File: config.mk
export PLATFORM = sky130hd
export DESIGN_NAME = rr_mux
export DESIGN_NICKNAME = d
export VERILOG_FILES = /design/src/rtl/rr_mux_pkg.sv /design/src/rtl/rr_arbiter.sv /design/src/rtl/rr_mux.sv
export SDC_FILE = /design/constraint.sdc
export NUM_CORES = 1
export LEC_CHECK = 0
export ABC_AREA = 1
export ABC_CLOCK_PERIOD_IN_PS = 2800
export BUFFER_PORTS_ARGS = -buffer_cell sky130_fd_sc_hd__buf_2
export CAP_MARGIN = 10
export CORE_AREA = 3 3 59 61
export CTS_BUF_LIST = sky130_fd_sc_hd__clkbuf_4
export CTS_CLUSTER_DIAMETER = 50
export DETAILED_ROUTE_END_ITERATION = 8
export DIE_AREA = 0 0 62 64
export PLACE_DENSITY = 0.76
export SLEW_MARGIN = 20
export SYNTH_ARGS = -nofsm -noshare
export SYNTH_HDL_FRONTEND = slang
export SYNTH_SLANG_ARGS = --single-unit
export TNS_END_PERCENT = 30
File: constraint.sdc
create_clock -name clk -period 2.8 [get_ports clk]
set_input_delay 0.56 -clock clk [delete_from_list [all_inputs] [get_ports clk]]
set_output_delay 0.56 -clock clk [all_outputs]
set_load 0.01 [all_outputs]
File: src/rtl/rr_mux_pkg.sv
// -----------------------------------------------------------------------------
// rr_mux_pkg
// Shared helpers for the round-robin registered multiplexer.
//   idx_width()  : width of a channel index (clog2, never below 1)
//   DATA_RST_BIT : reset value replicated across the output data register
// Optional feature macro used by the rr_mux files: RR_MUX_FORCE_SEL_EN
// -----------------------------------------------------------------------------
package rr_mux_pkg;

  // Reset value for every bit of the registered data path (all zeros).
  localparam logic DATA_RST_BIT = 1'b0;

  // Channel index width; a two-channel mux still needs one index bit.
  function automatic int idx_width(input int n);
    int w;
    w = (n <= 2) ? 1 : $clog2(n);
    return w;
  endfunction

endpackage : rr_mux_pkg

File: src/rtl/rr_arbiter.sv
// -----------------------------------------------------------------------------
// rr_arbiter
// Round-robin grant generator for rr_mux. The search starts at the pointer and
// wraps modulo NUM_CH; after an accepted grant the pointer moves to the channel
// just after the winner.
// Ports:
//   clk, reset_n        : clock, asynchronous active-low reset
//   force_en, force_sel : (RR_MUX_FORCE_SEL_EN only) restrict grant to one channel
//   req                 : per-channel request (in_valid)
//   accept              : output slot can take a beat this cycle
//   gnt                 : one-hot grant (or zero)
//   gnt_idx             : encoded index of the granted channel
//   gnt_any             : some channel is granted
// Optional feature macro: RR_MUX_FORCE_SEL_EN
// -----------------------------------------------------------------------------
module rr_arbiter
  import rr_mux_pkg::*;
#(
  parameter int NUM_CH = 4
) (
  input  logic                             clk,
  input  logic                             reset_n,
`ifdef RR_MUX_FORCE_SEL_EN
  input  logic                             force_en,
  input  logic [idx_width(NUM_CH)-1:0]     force_sel,
`endif
  input  logic [NUM_CH-1:0]                req,
  input  logic                             accept,
  output logic [NUM_CH-1:0]                gnt,
  output logic [idx_width(NUM_CH)-1:0]     gnt_idx,
  output logic                             gnt_any
);

  localparam int CH_W = idx_width(NUM_CH);
  // Eligibility is padded to a power of two so any CH_W-bit index is in range;
  // the padding bits are always zero, so indices >= NUM_CH are never granted.
  localparam int PAD = 1 << CH_W;
  localparam logic [CH_W:0] NUM_V = (CH_W+1)'(NUM_CH);

  logic [CH_W-1:0] ptr_r;
  logic [PAD-1:0]  elig_s;
  logic [PAD-1:0]  mask_s;
  logic [PAD-1:0]  gnt_pad_s;
  logic [CH_W:0]   cand_s;
  logic [CH_W-1:0] idx_s;
  logic            found_s;
  logic [CH_W:0]   nxt_wide_s;
  logic [CH_W-1:0] ptr_nxt_s;
  logic            adv_s;

  // Eligible channels: requesters, optionally narrowed to the forced channel.
  always_comb begin
    mask_s = '1;
`ifdef RR_MUX_FORCE_SEL_EN
    mask_s = force_en ? (PAD'(1'b1) << force_sel) : '1;
`endif
    elig_s = PAD'(req) & mask_s;
  end

  // Rotating priority search starting at ptr_r, wrapping modulo NUM_CH.
  always_comb begin
    cand_s  = '0;
    idx_s   = '0;
    found_s = 1'b0;
    for (int k = 0; k < NUM_CH; k++) begin
      cand_s = {1'b0, ptr_r} + (CH_W+1)'(k);
      cand_s = (cand_s >= NUM_V) ? (cand_s - NUM_V) : cand_s;
      if (!found_s && elig_s[cand_s[CH_W-1:0]]) begin
        found_s = 1'b1;
        idx_s   = cand_s[CH_W-1:0];
      end else begin
        found_s = found_s;
      end
    end
    gnt_pad_s = found_s ? (PAD'(1'b1) << idx_s) : '0;
  end

  // Next pointer: one past the winner, wrapping at NUM_CH-1 back to 0.
  always_comb begin
    nxt_wide_s = {1'b0, idx_s} + {{CH_W{1'b0}}, 1'b1};
    nxt_wide_s = (nxt_wide_s >= NUM_V) ? '0 : nxt_wide_s;
    ptr_nxt_s  = nxt_wide_s[CH_W-1:0];
    adv_s      = accept & found_s;
`ifdef RR_MUX_FORCE_SEL_EN
    // Forced transfers leave the round-robin order untouched.
    adv_s      = accept & found_s & ~force_en;
`endif
  end

  // Round-robin pointer register.
  always_ff @(posedge clk or negedge reset_n) begin
    if (!reset_n) begin
      ptr_r <= '0;
    end else if (adv_s) begin
      ptr_r <= ptr_nxt_s;
    end else begin
      ptr_r <= ptr_r;
    end
  end

  assign gnt     = gnt_pad_s[NUM_CH-1:0];
  assign gnt_idx = idx_s;
  assign gnt_any = found_s;

endmodule : rr_arbiter

File: src/rtl/rr_mux.sv
// -----------------------------------------------------------------------------
// rr_mux
// NUM_CH-input, WIDTH-bit multiplexer with valid/ready handshakes, round-robin
// arbitration and a single output register stage (1-cycle accept latency,
// full throughput when the output drains and refills in the same cycle).
// Ports:
//   clk, reset_n        : clock, asynchronous active-low reset
//   force_en, force_sel : (RR_MUX_FORCE_SEL_EN only) legacy direct select
//   in_data             : packed channel data, channel i at [i*WIDTH +: WIDTH]
//   in_valid, in_ready  : per-channel handshake (in_ready one-hot or zero)
//   out_data, out_ch    : registered beat and the channel it came from
//   out_valid, out_ready: output handshake
// Optional feature macro: RR_MUX_FORCE_SEL_EN
// -----------------------------------------------------------------------------
module rr_mux
  import rr_mux_pkg::*;
#(
  parameter int WIDTH  = 8,
  parameter int NUM_CH = 4
) (
  input  logic                          clk,
  input  logic                          reset_n,
`ifdef RR_MUX_FORCE_SEL_EN
  input  logic                          force_en,
  input  logic [idx_width(NUM_CH)-1:0]  force_sel,
`endif
  input  logic [NUM_CH*WIDTH-1:0]       in_data,
  input  logic [NUM_CH-1:0]             in_valid,
  output logic [NUM_CH-1:0]             in_ready,
  output logic [WIDTH-1:0]              out_data,
  output logic [idx_width(NUM_CH)-1:0]  out_ch,
  output logic                          out_valid,
  input  logic                          out_ready
);

  localparam int CH_W = idx_width(NUM_CH);

  logic              load_s;
  logic [NUM_CH-1:0] gnt_s;
  logic [CH_W-1:0]   gnt_idx_s;
  logic              gnt_any_s;
  logic [WIDTH-1:0]  sel_data_s;

  // Output slot is free, or its beat leaves this cycle.
  assign load_s = ~out_valid | out_ready;

  rr_arbiter #(
    .NUM_CH (NUM_CH)
  ) u_arb (
    .clk       (clk),
    .reset_n   (reset_n),
`ifdef RR_MUX_FORCE_SEL_EN
    .force_en  (force_en),
    .force_sel (force_sel),
`endif
    .req       (in_valid),
    .accept    (load_s),
    .gnt       (gnt_s),
    .gnt_idx   (gnt_idx_s),
    .gnt_any   (gnt_any_s)
  );

  // Ready is held low during reset even though the output slot reads as free.
  assign in_ready = gnt_s & {NUM_CH{load_s & reset_n}};

  // Data select driven by the one-hot grant.
  always_comb begin
    sel_data_s = {WIDTH{DATA_RST_BIT}};
    for (int i = 0; i < NUM_CH; i++) begin
      if (gnt_s[i]) begin
        sel_data_s = in_data[i*WIDTH +: WIDTH];
      end else begin
        sel_data_s = sel_data_s;
      end
    end
  end

  // Output register: fill on grant, go empty on drain with no requester, else hold.
  always_ff @(posedge clk or negedge reset_n) begin
    if (!reset_n) begin
      out_data  <= {WIDTH{DATA_RST_BIT}};
      out_ch    <= '0;
      out_valid <= 1'b0;
    end else if (load_s) begin
      if (gnt_any_s) begin
        out_data  <= sel_data_s;
        out_ch    <= gnt_idx_s;
        out_valid <= 1'b1;
      end else begin
        out_data  <= out_data;
        out_ch    <= out_ch;
        out_valid <= 1'b0;
      end
    end else begin
      out_data  <= out_data;
      out_ch    <= out_ch;
      out_valid <= out_valid;
    end
  end

endmodule : rr_mux

After elaboration in Yosys (flattened, before gate mapping). Index checks and enable logic that the tools add are counted.

Add/subtract/negate cells: 8. Multipliers: 0. Div/mod/pow operators: 0. Order comparisons: 9. Eq/ne operators: 0. Shifts and indexed selects: 1. Mux-type cells: 27. Bitwise logic cells: 5. Reductions and logical operators: 7.

Operators with widths (count): $mux 8 (4); $mux 2 (9); $ge 3x3->1 const B (4); $lt 2x3->1 const B (4); $mux 1 (9); $bmux 1 s2 (4); $sub 2x1->2 const B (4); $add 2x1->3 const B (2); $add 2x2->3 const B (2); $and 4x4->4 (1); $mux 4 (1); $shl 1x2->4 const A (1); $ge 2x3->1 const B (1); $logic_and 1x1->1 (3); $logic_not 1->1 (3); $and 1x1->1 (2); $reduce_and 2->1 (1); $not 1->1 (1); $or 1x1->1 (1).

Bits in registers: 13. Latch bits: 0. Memory bits (writable): 0. ROM bits: 0. Bits of input ports: 39. Output and inout bits: 15. Memories: 0.

Depth between registers and ports, before layout.
Word-level depth: 20. Mapped depth: 21.

Modules after synthesis. A second synthesis with hierarchy kept.

Cell total of the unflattened synthesis: 204. Area total of the unflattened synthesis: 1223.7 um2.

Modules (own cells, without submodules): rr_mux (instances 1, cells an instance 123, area each 768.2 um2); rr_arbiter (instances 1, cells an instance 81, area each 455.4 um2).

Worst setup path after synthesis. Ideal clock, no wire load.

Path type: input -> output. From: input port in_valid[3]. To: output port in_ready[1]. Arrival: 2.235 ns. Required time: 2.240 ns. Path slack: 0.005 ns. Cell stages on the path: 14. Cells stage by stage: inv_1 nand2_1 nand3_2 nand2_2 nor2_8 nand3_4 buf_6 nand3_1 o21ai_2 ha_1 clkbuf_1 buf_1 nand2_1 nor2_1.

Longest elaborated chain between the ends: 15. Elaborated cells between the ends (all ways): 25.

RTL lines: start: declaration (line rr_mux.sv:28) `input logic [NUM_CH-1:0] in_valid,`; $bmux 1 s2 (line rr_arbiter.sv:68) `if (!found_s && elig_s[cand_s[CH_W-1:0]]) begin`; $mux 1 (not written as such) (line rr_arbiter.sv:68); $mux 1 (line rr_arbiter.sv:68); $logic_not 1->1 (line rr_arbiter.sv:68); $logic_and 1x1->1 (line rr_arbiter.sv:68); $mux 1 (line rr_arbiter.sv:68); $logic_not 1->1 (line rr_arbiter.sv:68); $logic_and 1x1->1 (line rr_arbiter.sv:68); $mux 1 (line rr_arbiter.sv:68); $logic_not 1->1 (line rr_arbiter.sv:68); $logic_and 1x1->1 (line rr_arbiter.sv:68); $mux 2 * (line rr_arbiter.sv:68); via gnt_idx_s[0] (line rr_mux.sv:40) `logic [CH_W-1:0] gnt_idx_s;`; $shl 1x2->4 * (line rr_arbiter.sv:75) `gnt_pad_s = found_s ? (PAD'(1'b1) << idx_s) : '0;`; $mux 4 * (line rr_arbiter.sv:75); $and 4x4->4 * (line rr_mux.sv:64) `assign in_ready = gnt_s & {NUM_CH{load_s & reset_n}};`; end: declaration (line rr_mux.sv:29) `output logic [NUM_CH-1:0] in_ready,`.

The timed path passes the listed nets; every way through them passes the cells marked *. The select of a mux whose other input is x is not followed.

Worst setup path in the final report.
From: register u_arb.ptr_r[0]. To: output port in_ready[1].

Longest elaborated chain between the ends: 17. Elaborated cells between the ends (all ways): 40.

RTL lines: start: declaration (line rr_arbiter.sv:40) `logic [CH_W-1:0] ptr_r;`; start signal: assignment (line rr_arbiter.sv:95) `ptr_r <= ptr_nxt_s;`; start signal: assignment (line rr_arbiter.sv:97) `ptr_r <= ptr_r;`; parallel branches: the longest is 15 deep, another holds $add 2x1->3; $mux 4 * (line rr_arbiter.sv:75); $and 4x4->4 * (line rr_mux.sv:64).

Every way passes the cells marked *. The select of a mux whose other input is x is not followed.

==> run metrics <==
# diodes 0; Core Util, Final 64.3%; Fin Clk Skew 5.56 ps; CTS H-Tree Depth 1; post-layout min period 2890 ps; Least-Margin Pin Slew 423 ps; startpoint types flop; Post-DRT Antenna Nets 0; root buffer cell clkbuf_4; max-cap viol count 0; nets@finish 333; hold buffers post-CTS 0; data arrival time of the worst path 2330 ps; Crit-path slowest cell dfrtp_2; critical path class reg -> out; WL final 3820 microns; Max stage delay on crit path 480 ps; vias in the first global route 1280; worst hold path class in -> async; RSZ-0062 raised after global routing yes; Netlist cell types 26; Post-Syn Nets 261; Final period util 103%; multiplexer area fraction after synthesis 0%; initial antenna violation count 0; Die Width 62 microns; dpl ws 108 ps; clk buf depth 2; Final HPWL DP 2560 microns; starting density of the core 44.3%; Area growth syn-to-layout 45.1%; Register Area 328 sq um; first-pass GRT wire length 5540 microns; EDFF count, synth 0; Buffers & Inverters on Critical Path 3; Fill cells 278; vias per inst 4.66; largest net degree at the start of global routing 30; # port buffers 53; largest family of logic cells by synthesized area simple AND/OR/NAND/NOR gates; Synth Area in Adders 3.73%; initial DRC count 76; Layout Cells excl Fill 333; failing checks setup timing; Slew HR 71.7%; post-synth design cell area 1340 sq um; final worst slack -92.0 ps; synthesis-stage register bit count 13; Most used DFF post-synth dfrtp_1; Ports 54; crit path from u_arb.ptr_r[0]; hold_ws 165 ps; Clk pin slew, worst setup/hold paths 80 ps; Post-Place Cells 311; router iterations before antenna repair 6; RD Place Congestion 0.895; Post-Synth XOR/XNOR Area 0%; Syn Inst Count 218; final setup fails 4; simple-gate portion of the synthesized area 51.0%; multi-input logic area 942 sq um; Most common cell on crit path nand2_2; sequential area share after synthesis 24.3%; layout cells sized above 1 45.0%; GRT Residual Overflow 0; ys async rst share 100%; CP top delay family simple AND/OR/NAND/NOR gates; clk sinks 13; die height 64 microns; # DRC 0; Core ar. 3030 sq um; DR vias 1551; worst-skew pair later-pin latency 270 ps; final hold violation count 0; highest clock rate 346 MHz; TritonCTS Buffers 3; Avg Synthesized Cell Area 6.15 sq um; Cell Rows 20; WL/cell 11.5 microns; Synth Area in Compound Gates 6.25%; die area 3970 sq um; status finished, violations left; CTS tree yes; r2r startpoint u_arb.ptr_r[0]; element type at the critical path end primary output; Crit Path Max Fanout 8; worst path cell trace clkinv_4 -> nand2_2 -> nand2_2 -> nand2_4 -> nand2_4 -> nor2_8 -> nand2_4 -> o211ai_1 -> nand2_2 -> buf_6 -> ha_4 -> nand2_2 -> nor2_2 -> buf_2; Max Slew Vio Count 0; Total GRT Usage 17.7%; Syn. warnings 0; Worst Path Required 2240 ps
-- repair_timing --
action | in CTS | in global routing
setup endpoints to repair | 4 | 4
endpoints found under the hold margin | 0 | 0
setup buffers | 5 | 13
pin swaps | 4 | 16
gates resized for setup | 5 | 34
-- state kept, by name (all words and copies together) (netlist names) --
register and flops:
out_data 8, u_arb.ptr_r 2, out_valid 1, out_ch 2
-- path summary, 6_finish.rpt --
check	to	slack, ps	depth (start not counted)
setup / recovery	in_ready[1]	-90	14
hold / removal	out_data[7]	170	1
setup reg to reg	out_data[3]	200	19
hold reg to reg	out_data[4]	480	2
max in group asynchronous	u_arb.ptr_r[0]	2370	1
min in group clk	out_data[4]	480	2
-- routing by layer --
layer | vias to the layer above | global-route usage (%) | share of wire (%)
met4 | 0 | 3.71 | 2.8
met1 | 680 | 26.5 | 45
li1 | 807 | - | -
met3 | 12 | 2.22 | 5.4
met2 | 52 | 26.8 | 47
met5 | - | 0 | 0
-- final cells by class --
type | count | area share [%]
Inverter | 33 | 6.75
Timing Repair Buffer | 78 | 23.8
Clock buffer | 3 | 1.16
Sequential cell | 13 | 16.8
Clock inverter | 1 | 0.257
Multi-Input combinational cell | 161 | 48.4
Tap cell | 44 | 2.83
-- cells in the mapped netlist (2+ instances only) --
cell | n | area [sq um]
a21oi_1 | 9 | 45.0
buf_2 | 4 | 20.0
buf_6 | 3 | 33.8
clkbuf_1 | 3 | 11.3
clkinv_1 | 5 | 18.8
dfrtp_1 | 13 | 325
ha_1 | 4 | 50.1
inv_1 | 26 | 97.6
nand2_1 | 87 | 327
nand2_2 | 7 | 43.8
nand3_1 | 19 | 95.1
nand3_2 | 10 | 100
nand4_1 | 2 | 12.5
nor2_1 | 13 | 48.8
o21ai_1 | 2 | 10.0
-- placed cells by master (no fill, tap or decap), drive strengths merged --
cell	n
nand2	95
inv	27
o21ai	4
clkbuf	3
dfrtp	13
ha	4
nand4	2
a21oi	9
o211ai	1
buf	78
nor2	14
nand3	30
and2	1
clkinv	7
o21a	1
-- logic make-up (layout without fill, tap and decap cells) --
| group | count (synthesis) | in the layout |
|---|---|---|
| simple gates | 142 | 142 |
| buf+inv | 44 | 115 |
| compound gates | 15 | 15 |
| flops | 13 | 13 |
| fa+ha+maj | 4 | 4 |
-- through the flow --
stage               TNS, ps  cell area (sq um)
floorplan                 0               1340
global placement          0               1650
detailed placement        0               1650
CTS                       0               1720
global route          -1090               1950
finish                 -282               1950
Power is not shown: default switching activity piles up to over one toggle a cycle in this logic, so the estimate is an artifact.
